[src/rtl/mem_port_arbiter_pkg.sv]
// mem_arb_pkg: shared types and lane helpers for mem_port_arbiter.
// Lane 0 is the most significant byte of a word.
package mem_arb_pkg;

    typedef logic [0:3][7:0] byte_lanes_t;

    typedef enum logic [1:0] {
        IDLE,
        ACCESS,
        RESP
    } arb_state_t;

    typedef enum logic {
        OWN_IF,
        OWN_D
    } arb_owner_t;

    function automatic logic [31:0] lanes_to_word(byte_lanes_t l);
        return {l[0], l[1], l[2], l[3]};
    endfunction

    function automatic byte_lanes_t word_to_lanes(logic [31:0] w);
        byte_lanes_t l;
        l[0] = w[31:24];
        l[1] = w[23:16];
        l[2] = w[15:8];
        l[3] = w[7:0];
        return l;
    endfunction

endpackage

[src/rtl/mem_port_arbiter_if.sv]
// mem_port_arbiter_if: fetch, load/store and memory-side signals.
// slave = arbiter view, master = requesters plus memory model.
interface mem_port_arbiter_if;
    import mem_arb_pkg::*;

    logic        if_req;
    logic [31:0] if_addr;
    logic [31:0] if_rdata;
    logic        if_valid;

    logic        d_req;
    logic        d_we;
    logic [31:0] d_addr;
    byte_lanes_t d_wdata;
    byte_lanes_t d_rdata;
    logic        d_valid;

    logic [31:0] mem_addr;
    byte_lanes_t mem_data_in;
    logic        mem_write_en;
    byte_lanes_t mem_data_out;

    modport slave (
        input  if_req, if_addr, d_req, d_we, d_addr, d_wdata, mem_data_out,
        output if_rdata, if_valid, d_rdata, d_valid,
        output mem_addr, mem_data_in, mem_write_en
    );

    modport master (
        output if_req, if_addr, d_req, d_we, d_addr, d_wdata, mem_data_out,
        input  if_rdata, if_valid, d_rdata, d_valid,
        input  mem_addr, mem_data_in, mem_write_en
    );

endinterface

[src/rtl/mem_port_arbiter_pick.sv]
// mem_arb_pick: combinational winner select between fetch and data.
// Data wins ties unless fetch has reached its starvation limit.
module mem_arb_pick
    import mem_arb_pkg::*;
(
    input  logic       if_req,
    input  logic       d_req,
    input  logic       starved,
    output logic       grant,
    output arb_owner_t owner
);

    // Any request grants; fetch only wins alone or when starved
    always_comb begin
        grant = if_req | d_req;
        owner = OWN_D;
        unique case (1'b1)
            (if_req && (!d_req || starved)): owner = OWN_IF;
            default:                         owner = OWN_D;
        endcase
    end

endmodule

[src/rtl/mem_port_arbiter.sv]
// mem_port_arbiter: shares one byte-lane memory between fetch and load/store.
// `define ARB_PERF_EN adds saturating grant/conflict counters.
module mem_port_arbiter
    import mem_arb_pkg::*;
#(
    parameter int MEM_LATENCY  = 2,
    parameter int STARVE_LIMIT = 4
) (
    input  logic               clk,
    input  logic               rst_b,
    input  logic               halted,
    mem_port_arbiter_if.slave  bus,
    output logic               busy
`ifdef ARB_PERF_EN
    ,
    output logic [15:0]        perf_if_grants,
    output logic [15:0]        perf_d_grants,
    output logic [15:0]        perf_conflicts
`endif
);

    localparam int CW = (MEM_LATENCY > 1) ? $clog2(MEM_LATENCY) : 1;
    localparam int SW = $clog2(STARVE_LIMIT + 1);
    localparam logic [CW-1:0] CNT_TOP    = CW'(MEM_LATENCY - 1);
    localparam logic [SW-1:0] STARVE_MAX = SW'(STARVE_LIMIT);

    arb_state_t    state;
    arb_owner_t    owner;
    logic [CW-1:0] cnt;
    logic [SW-1:0] starve_cnt;
    logic [31:0]   addr_q;
    byte_lanes_t   wdata_q;
    byte_lanes_t   rdata_q;
    logic          mem_we_q;
    logic          if_valid_q;
    logic          d_valid_q;
    logic          busy_q;

    logic          grant;
    arb_owner_t    pick_owner;
    logic          take;
    logic [31:0]   sel_addr;
    byte_lanes_t   sel_wdata;
    logic          sel_we;

    mem_arb_pick u_pick (
        .if_req  (bus.if_req),
        .d_req   (bus.d_req),
        .starved (starve_cnt == STARVE_MAX),
        .grant   (grant),
        .owner   (pick_owner)
    );

    assign take = (state == IDLE) && !halted && grant;

    // Request fields of whichever port is about to win
    always_comb begin
        sel_addr  = bus.if_addr;
        sel_wdata = '0;
        sel_we    = 1'b0;
        if (pick_owner == OWN_D) begin
            sel_addr  = bus.d_addr;
            sel_wdata = bus.d_wdata;
            sel_we    = bus.d_we;
        end
    end

    // Access sequencer IDLE -> ACCESS -> RESP with registered outputs
    always_ff @(posedge clk or negedge rst_b) begin
        if (!rst_b) begin
            state      <= IDLE;
            owner      <= OWN_IF;
            cnt        <= '0;
            addr_q     <= '0;
            wdata_q    <= '0;
            rdata_q    <= '0;
            mem_we_q   <= 1'b0;
            if_valid_q <= 1'b0;
            d_valid_q  <= 1'b0;
            busy_q     <= 1'b0;
        end else begin
            mem_we_q   <= 1'b0;
            if_valid_q <= 1'b0;
            d_valid_q  <= 1'b0;
            unique case (state)
                IDLE: begin
                    if (take) begin
                        state    <= ACCESS;
                        owner    <= pick_owner;
                        cnt      <= CNT_TOP;
                        addr_q   <= sel_addr;
                        wdata_q  <= sel_wdata;
                        mem_we_q <= sel_we;
                        busy_q   <= 1'b1;
                    end
                end
                ACCESS: begin
                    if (cnt == '0) begin
                        state      <= RESP;
                        rdata_q    <= bus.mem_data_out;
                        addr_q     <= '0;
                        wdata_q    <= '0;
                        if_valid_q <= (owner == OWN_IF);
                        d_valid_q  <= (owner == OWN_D);
                    end else begin
                        cnt <= cnt - 1'b1;
                    end
                end
                RESP: begin
                    state  <= IDLE;
                    busy_q <= 1'b0;
                end
                default: begin
                    state  <= IDLE;
                    busy_q <= 1'b0;
                end
            endcase
        end
    end

    // Fetch starvation: count data wins over a waiting fetch
    always_ff @(posedge clk or negedge rst_b) begin
        if (!rst_b) begin
            starve_cnt <= '0;
        end else if (take) begin
            if (pick_owner == OWN_IF) begin
                starve_cnt <= '0;
            end else if (bus.if_req && starve_cnt != STARVE_MAX) begin
                starve_cnt <= starve_cnt + 1'b1;
            end
        end
    end

`ifdef ARB_PERF_EN
    // Saturating grant and conflict counters
    always_ff @(posedge clk or negedge rst_b) begin
        if (!rst_b) begin
            perf_if_grants <= '0;
            perf_d_grants  <= '0;
            perf_conflicts <= '0;
        end else begin
            if (take && pick_owner == OWN_IF && perf_if_grants != 16'hFFFF)
                perf_if_grants <= perf_if_grants + 16'd1;
            if (take && pick_owner == OWN_D && perf_d_grants != 16'hFFFF)
                perf_d_grants <= perf_d_grants + 16'd1;
            if (state == IDLE && !halted && bus.if_req && bus.d_req &&
                perf_conflicts != 16'hFFFF)
                perf_conflicts <= perf_conflicts + 16'd1;
        end
    end
`endif

    assign bus.if_rdata     = lanes_to_word(rdata_q);
    assign bus.d_rdata      = rdata_q;
    assign bus.if_valid     = if_valid_q;
    assign bus.d_valid      = d_valid_q;
    assign bus.mem_addr     = addr_q;
    assign bus.mem_data_in  = wdata_q;
    assign bus.mem_write_en = mem_we_q;
    assign busy             = busy_q;

    // Requesters must hold req and request fields until their valid
    a_if_hold: assert property (
        @(posedge clk) disable iff (!rst_b || halted)
        (bus.if_req && !bus.if_valid) |=>
        (bus.if_req && $stable(bus.if_addr))
    );

    a_d_hold: assert property (
        @(posedge clk) disable iff (!rst_b || halted)
        (bus.d_req && !bus.d_valid) |=>
        (bus.d_req && $stable(bus.d_addr) &&
         $stable(bus.d_we) && $stable(bus.d_wdata))
    );

endmodule
[src/flat_wrapper.sv]
// flat-port wrapper written by rule: the top's interface ports become plain ports
module mem_port_arbiter_flat import mem_arb_pkg::*;
#(
    parameter int MEM_LATENCY  = 2,
    parameter int STARVE_LIMIT = 4
)
  (clk, rst_b, halted, busy, bus_if_req, bus_if_addr, bus_d_req, bus_d_we, bus_d_addr, bus_d_wdata, bus_mem_data_out, bus_if_rdata, bus_if_valid, bus_d_rdata, bus_d_valid, bus_mem_addr, bus_mem_data_in, bus_mem_write_en);
  mem_port_arbiter_if bus_i ();
  input  logic clk;
  input  logic rst_b;
  input  logic halted;
  output logic busy;
  input wire logic [$bits(bus_i.if_req)-1:0] bus_if_req;
  input wire logic [$bits(bus_i.if_addr)-1:0] bus_if_addr;
  input wire logic [$bits(bus_i.d_req)-1:0] bus_d_req;
  input wire logic [$bits(bus_i.d_we)-1:0] bus_d_we;
  input wire logic [$bits(bus_i.d_addr)-1:0] bus_d_addr;
  input wire logic [$bits(bus_i.d_wdata)-1:0] bus_d_wdata;
  input wire logic [$bits(bus_i.mem_data_out)-1:0] bus_mem_data_out;
  output wire logic [$bits(bus_i.if_rdata)-1:0] bus_if_rdata;
  output wire logic [$bits(bus_i.if_valid)-1:0] bus_if_valid;
  output wire logic [$bits(bus_i.d_rdata)-1:0] bus_d_rdata;
  output wire logic [$bits(bus_i.d_valid)-1:0] bus_d_valid;
  output wire logic [$bits(bus_i.mem_addr)-1:0] bus_mem_addr;
  output wire logic [$bits(bus_i.mem_data_in)-1:0] bus_mem_data_in;
  output wire logic [$bits(bus_i.mem_write_en)-1:0] bus_mem_write_en;
  assign bus_i.if_req = bus_if_req;
  assign bus_i.if_addr = bus_if_addr;
  assign bus_i.d_req = bus_d_req;
  assign bus_i.d_we = bus_d_we;
  assign bus_i.d_addr = bus_d_addr;
  assign bus_i.d_wdata = bus_d_wdata;
  assign bus_i.mem_data_out = bus_mem_data_out;
  assign bus_if_rdata = bus_i.if_rdata;
  assign bus_if_valid = bus_i.if_valid;
  assign bus_d_rdata = bus_i.d_rdata;
  assign bus_d_valid = bus_i.d_valid;
  assign bus_mem_addr = bus_i.mem_addr;
  assign bus_mem_data_in = bus_i.mem_data_in;
  assign bus_mem_write_en = bus_i.mem_write_en;
  mem_port_arbiter #(.MEM_LATENCY(MEM_LATENCY), .STARVE_LIMIT(STARVE_LIMIT)) u_core (.clk(clk), .rst_b(rst_b), .halted(halted), .bus(bus_i), .busy(busy));
endmodule
[config.mk]
export PLATFORM = sky130hd
export DESIGN_NAME = mem_port_arbiter_flat
export DESIGN_NICKNAME = d
export VERILOG_FILES = /design/src/rtl/mem_port_arbiter_pkg.sv /design/src/rtl/mem_port_arbiter_if.sv /design/src/rtl/mem_port_arbiter_pick.sv /design/src/rtl/mem_port_arbiter.sv /design/src/flat_wrapper.sv
export SDC_FILE = /design/constraint.sdc
export NUM_CORES = 1
export LEC_CHECK = 0
export CORE_MARGIN = 4
export CORE_UTILIZATION = 36
export CTS_BUF_LIST = sky130_fd_sc_hd__clkbuf_16
export DETAILED_ROUTE_END_ITERATION = 6
export PLACE_DENSITY = 0.78
export RECOVER_POWER = 100
export SLEW_MARGIN = 20
export SYNTH_ARGS = -nofsm -noshare
export SYNTH_HDL_FRONTEND = slang
export SYNTH_HIERARCHICAL = 1
export SYNTH_SLANG_ARGS = --single-unit
[constraint.sdc]
create_clock -name clk -period 2.3 [get_ports clk]
set_clock_uncertainty 0.15 [all_clocks]
set_input_delay 0.23 -clock clk [delete_from_list [all_inputs] [get_ports clk]]
set_output_delay 0.23 -clock clk [all_outputs]
set_load 0.005 [all_outputs]
After elaboration in Yosys (flattened, before gate mapping)
Cells that the tools add are included.

Flip-flop bits (word level): 107. Input port bits: 134. Output and inout port bits: 132. Logic and storage cells: 69.

Add/subtract/negate cells: 2. Equal/unequal tests: 5. Multiplexer cells: 24. Bitwise gates (word level): 4. Reduce and logical (&&, ||, !) cells: 17.

Operators by type and width (number): $mux 32 (5); $pmux 32 s2 (2); $reduce_and 2->1 (6); $mux 1 (10); $mux 3 (2); $logic_and 1x1->1 (4); $mux 2 (2); $pmux 1 s2 (2); $pmux 2 s2 (1); $reduce_bool 2->1 (2); $add 3x1->3 const B (1); $eq 3x3->1 const B (1); $ne 3x3->1 const B (1); $not 1->1 (3); $reduce_and 3->1 (1); $eq 2x1->1 const B (1); $logic_not 1->1 (2); $logic_not 2->1 (1); $ne 2x1->1 const B (1); $ne 2x2->1 const B (1); $logic_or 1x1->1 (1); $or 1x1->1 (1); $sub 1x1->1 const B (1).

Logic depth before layout (Yosys ltp)
Depth after elaboration: 6. Gate-level depth with buffers: 9. Depth with buffers taken out: 7.

Cells and area by module
Netlist, hierarchy kept.

By module, submodules not included: mem_port_arbiter (times used 1, cells an instance 431, area each 4999.8 um2, sequential area each 2677.6 um2); mem_arb_pick (times used 1, cells an instance 3, area each 15.0 um2, sequential area each 0.0 um2).

Least setup slack after synthesis
Ideal clock, no wire load.

Path type: flip-flop to flip-flop. From: reg u_core.starve_cnt[0]. To: reg u_core.addr_q[13], in the netlist u_core/bus.mem_addr[13]. Arrival time: 1922 ps. Required time: 2032 ps. Path slack: 110 ps. Cell stages (with the launch flop): 10. Buffers on the path: 2. Cell sequence: dfrtp_1 -> inv_1 -> ha_1 -> and2_1 -> o21ai_1 -> buf_4 -> buf_1 -> mux2i_1 -> nor3_2 -> a21o_1.

Longest elaborated chain between the ends: 6.

RTL lines: from (decl) (RTL line mem_port_arbiter.sv:30) `logic [SW-1:0] starve_cnt;`; from (signal assigned) (RTL line mem_port_arbiter.sv:129) `starve_cnt <= starve_cnt + 1'b1;`; $eq 3x3->1 (RTL line mem_port_arbiter.sv:49) `.starved (starve_cnt == STARVE_MAX),`; $logic_or 1x1->1 (RTL line mem_port_arbiter_pick.sv:18) `(if_req && (!d_req || starved)): owner = OWN_IF;`; $logic_and 1x1->1 (RTL line mem_port_arbiter_pick.sv:18); $mux 32 (RTL line mem_port_arbiter.sv:61) `if (pick_owner == OWN_D) begin`; $mux 32 (RTL line mem_port_arbiter.sv:87) `if (take) begin`; $pmux 32 s2 (RTL line mem_port_arbiter.sv:85) `unique case (state)`; to (signal assigned) (RTL line mem_port_arbiter.sv:91) `addr_q <= sel_addr;`; to (decl) (RTL line mem_port_arbiter.sv:31) `logic [31:0] addr_q;`.

No other way between the ends. The select of a mux whose other input is x is not followed. A chain may end at the register's enable or synchronous reset.

Worst setup path after layout
From: reg u_core.starve_cnt[0]. To: reg u_core.addr_q[8], in the netlist u_core/bus.mem_addr[8].

The elaborated chain is that of the path after synthesis.

==> flow_summary.yaml <==
logic_synthesis:
  synth_edf_count: 0
  yosysWarnings: 6
  synth_flop_cell: "dfrtp_1"
  async_flop_share_pct: 100.0
  synth_area_mm2: 0.005015
  synth_seq_cells: 107
  synth_fp_nets: 570
  synth.distinct_cells: 33
  synth-seq-area-share_pct: 53.39
  synthCells: 434
  postSynthAreaPerCell_um2: 11.55
route:
  top_layer: "met4"
  routedWlPerCell_um: 17.51
  routed_via_density: 4.950
  drtAntennaViolNets: 0
  wl_met2_um: 7716
  drtIter0Drc: 165
  wl_um: 14690
  met1_length_um: 5662
  vias: 4153
  drtPass1Iterations: 4
  drc: 0
  wl_met3_um: 1055
die:
  die_x_um: 126.0
  core-area_mm2: 0.01345
  rows: 42
  initial_core_util_pct: 37.28
  die_area_mm2: 0.01588
  die_h_um: 126.0
  io_pins: 266
layout:
  fin_area_mm2: 0.007921
  nFillCells: 1108
  layout-drive-gt1-share_pct: 12.52
  layout_common_cells: "dlygate4sd3_1 (133), clkdlybuf4s50_1 (132), dfrtp_1 (107)"
  final_util_pct: 58.88
  fin_cells: 839
  layout_commonest_cell: "dlygate4sd3_1"
  antenna_cells: 0
  nNetsFinal: 794
  final-seq-area_mm2: 0.002678
  multi_input_area_mm2: 0.001792
  area_growth_pct: 57.96
sta:
  timing.final.crit_share_pct: 94.36
  setup_viol: 0
  hold_violations: 0
  fin_crit_ps: 2170
  timing.setup.tns_ps: 0
  max_freq_ghz: 0.4608
  slew_headroom_pct: 32.39
  drv_slew: 0
  tightest_slew_ps: 1014
  rsz0062_at_grt: "no"
place:
  numPortBuffers: 265
  placed_area_mm2: 0.007679
  gp_congestion: 0.8687
  detailed_place_hpwl_um: 11270
  dpl.cell_count: 822
critical_path:
  path_class: "flop to flop"
  crit_chain: "inv_1 -> ha_1 -> and2_1 -> o21ai_4 -> buf_12 -> mux2i_1 -> nor3_2 -> a21o_1"
  cp.buffers_inverters: 2
  end_kind: "flop"
  startpoint_type: "flop"
  arrival_ps: 2240
  crit_required_ps: 2370
  slowest_stage: "dfrtp_1"
  critical_path.max_stage_delay_ps: 390
  critPathMaxFanout: 49
  critPathTopFamily: "flip-flops"
clocking:
  clk_pin_slew_ps: 70
  root_buffer: "clkbuf_16"
  htree_levels: 3
  cts_made_buffers: 9
  cts_resized: 0
  clkSinkCount: 107
  cts.path.max_buffers: 2
  cts_tree: "done"
  clock_latency_ps: 330
flow_run:
  drv_cap: 0
grt:
  grt_usage_pct: 18.10
  grt_start_max_net_pins: 68
  grt_pass1_wl_um: 23340
  antenna_found_initial: 0
  grt_pass1_vias: 4378
  grt.overflow.total: 0
pwr:
  power_leakage_nw: 3.772
  total_power_mw: 9.050
  peakVddDrop_mv: 0.5318
  p_per_area_mw_per_mm2: 1143
outcome:
  status: "complete, no violations"
worst_hold_path:
  hp-class: "flop to flop"
power breakdown:
group / internal, mW / switching [mW]
Sequential: 2.73 / 0.572
Clock: 0.833 / 0.656
Combinational: 2.48 / 1.78
cell type report:
cell class	instances	area share, %
inverters	36	1.706
clock inverters	7	0.7582
multi-input cells	226	22.62
well taps	176	2.780
flip-flops and latches	107	33.80
repair buffers	278	35.49
clock buffers	9	2.843
through the flow:
| step | hold WS, ps | setup slack, ps |
|---|---|---|
| 5_1_grt | 321.3 | 37.98 |
| 3_3_place_gp | 83.89 | 235.1 |
| 6_report | 319.5 | 129.8 |
| 4_1_cts | 290.7 | 133.8 |
| 2_1_floorplan | -215.6 | 110.1 |
| 3_5_place_dp | 100.8 | 126.0 |
state kept, by name, indices dropped and copies added (netlist names):
name and count:
u_core/bus.d_rdata 32, u_core/bus.mem_addr 32, u_core/bus.mem_data_in 32, u_core/starve_cnt 3, u_core/state 2, u_core/bus.d_valid 1
u_core/bus.if_valid 1, u_core/bus.mem_write_en 1, u_core/busy 1, u_core/cnt 1, u_core/owner 1
metal layers:
| metal | GRT usage, % | vias to the layer above |
|---|---|---|
| met4 | 5.426 | 0 |
| met3 | 3.980 | 18 |
| met1 | 21.50 | 2010 |
| met2 | 32.74 | 196 |
| li1 | - | 1929 |
| met5 | 0 | - |
worst paths after layout:
kind	end	depth (start not counted)	slack, ps	from
setup reg to reg	u_core/bus.mem_addr[8]	8	130	u_core/starve_cnt[0]
hold / removal	u_core/bus.mem_addr[27]	1	320	u_core/bus.mem_addr[27]
min in group asynchronous	u_core/bus.mem_addr[28]	2	470	rst_b
max in group asynchronous	u_core/bus.d_rdata[11]	3	390	rst_b
setup / recovery	u_core/bus.mem_addr[8]	8	130	u_core/starve_cnt[0]
hold reg to reg	u_core/bus.mem_addr[27]	1	320	u_core/bus.mem_addr[27]
what timing repair did:
| item | 4_1_cts | 5_1_grt |
|---|---|---|
| hold buffers | 1 | 0 |
| setup buffers | 0 | 0 |
| endpoints found under the hold margin | 40 | 0 |
kinds of logic (layout without fill, tap and decap cells):
group | after synthesis | after routing | synth area share [%]
AOI/OAI and AO/OA | 74 | 74 | 9.306
adders and majority gates | 2 | 2 | 0.4989
buffers and inverters | 101 | 330 | 10.83
DFF | 107 | 107 | 53.39
muxes | 64 | 64 | 13.57
and+or+nand+nor | 86 | 86 | 12.40
synthesized netlist by cell type (2+ instances only):
master	number	area share, %
dfrtp_1	107	53
inv_1	36	2.7
buf_4	33	4.9
a21o_1	32	4.8
mux2_2	32	7.2
mux2i_1	32	6.4
nand4_1	32	4.0
o21ai_0	32	3.2
nor3_2	25	5.0
clkbuf_1	18	1.3
buf_2	8	0.80
nand2_1	8	0.60
nor3_1	8	0.80
buf_6	4	0.90
a31oi_1	3	0.37
and2_1	2	0.25
buf_1	2	0.15
ha_1	2	0.50
nand2b_1	2	0.25
nor2_1	2	0.15
o21ai_1	2	0.20
Power figures use the tool's default switching activity.
